### src/rtl/tdm_collect8.sv
// tdm_collect8: scans the 8:1 tri-state selector slot by slot, samples the
// shared line once per slot after SETTLE wait cycles, and hands the eight
// samples to a consumer as one frame over a valid/ready pair with a sticky
// overrun flag.
module tdm_collect8 #(
    parameter int SETTLE = 1    // 0..15 wait cycles after each sel change
) (
    input  logic       clk,
    input  logic       rst_n,
    input  logic       start,
    input  logic       cont,
    input  logic       line_in,
    output logic [2:0] sel,
    output logic       en,
    output logic       busy,
    output logic [7:0] frame,
    output logic       frame_valid,
    input  logic       frame_rdy,
    output logic       ovr,
    input  logic       clr_ovr
);

    typedef enum logic [1:0] {S_IDLE, S_SETTLE, S_SAMPLE} state_t;

    localparam int         RL     = (SETTLE > 0) ? SETTLE - 1 : 0;
    localparam logic [3:0] RELOAD = 4'(RL);
    // With no settle time each slot goes straight to its sample cycle
    localparam state_t     FIRST  = (SETTLE == 0) ? S_SAMPLE : S_SETTLE;

    state_t     state;
    logic [3:0] cnt;
    logic [7:0] asm_q;   // partial frame, bit k captured while sel==k
    logic       done;

    assign busy = (state != S_IDLE);
    assign done = (state == S_SAMPLE) && (sel == 3'd7);

    // Scan sequencer: slot select, enable, settle count, sample assembly
    always_ff @(posedge clk or negedge rst_n) begin
        if (!rst_n) begin
            state <= S_IDLE;
            sel   <= 3'd0;
            en    <= 1'b0;
            cnt   <= 4'd0;
            asm_q <= 8'd0;
        end else begin
            case (state)
                S_IDLE: begin
                    if (start || cont) begin
                        sel   <= 3'd0;
                        en    <= 1'b1;
                        cnt   <= RELOAD;
                        state <= FIRST;
                    end
                end
                S_SETTLE: begin
                    if (cnt == 4'd0) state <= S_SAMPLE;
                    else             cnt   <= cnt - 4'd1;
                end
                S_SAMPLE: begin
                    asm_q[sel] <= line_in;
                    cnt        <= RELOAD;
                    if (sel != 3'd7) begin
                        sel   <= sel + 3'd1;
                        state <= FIRST;
                    end else if (cont) begin
                        // back-to-back frame: wrap without dropping en
                        sel   <= 3'd0;
                        state <= FIRST;
                    end else begin
                        sel   <= 3'd0;
                        en    <= 1'b0;
                        state <= S_IDLE;
                    end
                end
                default: state <= S_IDLE;
            endcase
        end
    end

    // Output frame register, valid/ready handshake and sticky overrun
    always_ff @(posedge clk or negedge rst_n) begin
        if (!rst_n) begin
            frame       <= 8'd0;
            frame_valid <= 1'b0;
            ovr         <= 1'b0;
        end else begin
            if (done) begin
                // include the bit being captured this very cycle
                frame       <= {line_in, asm_q[6:0]};
                frame_valid <= 1'b1;
            end else if (frame_valid && frame_rdy) begin
                frame_valid <= 1'b0;
            end
            // overwrite of an unaccepted frame; a new overrun beats the clear
            if (done && frame_valid && !frame_rdy) ovr <= 1'b1;
            else if (clr_ovr)                      ovr <= 1'b0;
        end
    end

endmodule

### config.mk
export PLATFORM = sky130hd
export DESIGN_NAME = tdm_collect8
export DESIGN_NICKNAME = d
export VERILOG_FILES = /design/src/rtl/tdm_collect8.sv
export SDC_FILE = /design/constraint.sdc
export NUM_CORES = 1
export LEC_CHECK = 0
export CAP_MARGIN = 40
export CORE_MARGIN = 10
export CORE_UTILIZATION = 45
export DETAILED_ROUTE_END_ITERATION = 12
export PLACE_DENSITY_LB_ADDON = 0.3
export SETUP_SLACK_MARGIN = 0.4
export SYNTH_ARGS = -nofsm -noshare
export SYNTH_HDL_FRONTEND = slang
export SYNTH_SLANG_ARGS = --single-unit
### constraint.sdc
create_clock -name clk -period 2.1 [get_ports clk]
set_input_delay 0.42 -clock clk [delete_from_list [all_inputs] [get_ports clk]]
set_output_delay 0.42 -clock clk [all_outputs]
set_load 0.03 [all_outputs]
==> flow_summary_export.csv <==
group,metric,value,unit
run_status,outcome,"complete, no violations",
finish,syn_to_final_growth,26.3,%
placement,gp_congestion,0.833,
cts,cts_tree,"done",
global_routing,met1_usage,12.4,%
setup_path,worstPathCellList,"or4_4, or4b_1, o211ai_2",
floorplanning,start_util,45.9,%
cts,clock_sinks,27,
routing,wl_per_cell,15.4,um
sta,slew_violations,0,
synthesis,yosys_warnings,0,
floorplanning,core.rowCount,19,
global_routing,grt_overflow,0,
global_routing,use_met2,15.7,%
floorplanning,dieArea,5270,um2
finish,drive_gt1_share,18.2,%
global_routing,grt_use_total,10.1,%
floorplanning,die_h,72.6,um
synthesis,syn_area_per_cell,12.2,um2
synthesis,syn-cell-area,1240,um2
cts,root_buffer,"clkbuf_4",
job,maxCapViolations,0,
synthesis,synth_top_family_by_area,"simple AND/OR/NAND/NOR gates",
synthesis,synthCells,102,
global_routing,top_usage_layer,"met2",
pwr,ir_drop,0.695,mV
cts,clk_pin_slew,150,ps
routing,vias_per_cell,5.53,
synthesis,syn_nets,113,
sta,maxSlewHeadroom,76.4,%
routing,wl,2510,um
routing,drt-pass1-iter-count,4,
synthesis,synthMuxAreaShare,13.6,%
floorplanning,io_pins,22,
placement,place_area,1510,um2
placement,port_buffers,21,
cts,clockBufferDepth,2,
synthesis,synth_edf_count,0,
min_path,hold_class,"in2async",
pwr,leakage,0.000744,uW
cts,insertion_delay,320,ps
sta,final.min_clock_period,1650,ps
synthesis,yosys-top-cells-area,"dfrtp_1, mux2_1, ha_1",
routing,vias,902,
sta,worst_hold_slack,439,ps
routing,first_iter_violations,55,
sta,rsz0062_at_grt,"true",
setup_path,cp_num_buf_inv,0,
placement,dp_hpwl,1850,um
global_routing,use_met3,3.54,%
synthesis,synth_compound_gate_area_share,9.76,%
setup_path,reg2regPathDepth,3,
synthesis,synth_xor_area_share,0,%
setup_path,critPathLaunchType,"flip-flop",
synthesis,synth_simple_gate_area_share,15.4,%
finish,fin_area,1570,um2
cts,cts.htree.levels,1,
synthesis,synth_top_area_share,54.3,%
cts,cts-buffers-inserted,3,
setup_path,crit_fanout,6,
setup_path,crit_type,"reg2reg",
floorplanning,die_w,72.6,um
synthesis,ys_async_sr_fraction,100,%
synthesis,synth_largest_area_cell,"dfrtp_1",
synthesis,ys_seq_area_share,54.3,%
setup_path,worstPathArrival,1910,ps
finish,antenna_cells,0,
synthesis,ys_ff_latch,27,
sta,fin_tns_setup,0,ps
setup_path,r2r_start,"state[1]",
global_routing,grt_max_degree,28,
setup_path,critical_path.top_delay_family,"simple AND/OR/NAND/NOR gates",
sta,post-route-period-util,78.5,%
setup_path,critPathCaptureType,"flip-flop",
finish,fin_util,57.9,%
sta,hold_viol,0,
finish,final.fill_count,237,
synthesis,synthAdderAreaFrac,4.02,%
global_routing,first_global_vias,936,
pwr,power_density,1030,nW/um2
sta,worst_pin_slew,352,ps
synthesis,ys_types,32,
finish,fin_nets,144,
global_routing,antenna_found_initial,0,
setup_path,r2r_end,"cnt[3]",
setup_path,slowest_stage,"or4_4",
routing,drc_errors,0,
synthesis,synthFlopType,"dfrtp_1",
sta,fin_skew,2.07,ps
setup_path,crit_required,2360,ps
setup_path,slowest_delay,540,ps
sta,setup_viol,0,
floorplanning,core-area,2710,um2
sta,timing.fmax,0.606,GHz
routing,detail-route-antenna-nets,0,
global_routing,grt_pass1_wl,4310,um
setup_path,rrSetupSlack,450,ps
## state kept, by name, indices dropped and copies added (netlist names)
name / count
frame_valid: 1
ovr: 1
asm_q: 7
frame: 8
sel: 3
cnt: 4
state: 2
en: 1
## power by group
| group | internal (uW) | leakage, uW | switching (uW) | total, uW |
|---|---|---|---|---|
| clock network | 72.8 | 0.0000139 | 157 | 229 |
| registers | 632 | 0.000339 | 118 | 750 |
| logic | 301 | 0.000391 | 329 | 631 |
| total | 1010 | 0.000744 | 604 | 1610 |
## area by class of cell
cell class                      count  area, um2  share of cell area [%]
Multi-Input combinational cell     66        552                    35.1
Clock buffer                        3       22.5                    1.43
Clock inverter                      1       7.51                   0.478
Tap cell                           31       38.8                    2.47
Timing Repair Buffer               29        248                    15.8
Inverter                            6       22.5                    1.43
Sequential cell                    27        679                    43.3
## how the worst max path moves through the flow
stage,from,end,slack (ps),depth (start not counted)
2_1_floorplan,sel[0],frame[0],420,5
3_3_place_gp,state[1],busy,340,3
3_5_place_dp,state[1],busy,310,3
4_1_cts,state[1],busy,170,3
5_1_grt,sel[2],sel[2],400,1
6_report,state[1],cnt[3],450,3
## cell usage in the layout (no fill, tap or decap), types with 2 or more instances in the layout
cell             instances
nand2b_1                 3
clkbuf_4                 3
nand3_1                  5
o21a_1                   2
o211ai_1                 2
nor3_1                   2
dfrtp_2                  3
mux2_1                  14
a21oi_1                  3
a22o_1                   2
nand2_1                  3
nor3b_2                  2
nand4b_1                 2
dfrtp_1                 24
or3_1                    2
buf_4                    7
clkbuf_2                 2
nor2_1                   3
inv_1                    6
ha_1                     3
dlygate4sd2_1           13
nand3b_1                 3
clkdlybuf4s50_1          6
## layer usage
metal | routed length [um] | share of wire, %
met1 | 1120 | 45
met2 | 1190 | 47
met3 | 163 | 6.5
met4 | 35 | 1.4
met5 | 0 | 0
## worst reg2reg max path, cell delays in order (launching register included)
cell and delay, ps:
dfrtp_2 480, or4_4 540, or4b_1 500, o211ai_2 70
## cells by family after synthesis
group                      Yosys count
AOI/OAI and AO/OA                   16
muxes                               15
adders and majority gates            4
buffers and inverters                9
and+or+nand+nor                     31
DFF                                 27
## per-stage QoR
step | worst slack, ps | power, uW | instances
global route | 397 | 1730 | 163
floorplan | 420 | 1150 | 102
finish | 451 | 1610 | 163
detailed placement | 309 | 1340 | 155
CTS | 168 | 1550 | 159
global placement | 338 | 1300 | 155
## synth_stat cells (2+ instances only)
master	number
dfrtp_1	27
mux2_1	14
inv_1	6
nand3_1	5
ha_1	4
nor2_1	4
a21oi_1	3
nand2_1	3
nand2b_1	3
nand3b_1	3
a22o_1	2
buf_2	2
nand4b_1	2
nor3_1	2
nor3b_1	2
o211ai_1	2
o21a_1	2
or3_1	2
## timing repair
| action | CTS | global route |
|---|---|---|
| gates resized for setup | 17 | 8 |
| hold buffers | 0 | 0 |
| setup buffers | 0 | 4 |
| endpoints found under the setup margin | 15 | 16 |
Note: power is estimated with default switching activity, not from simulation.
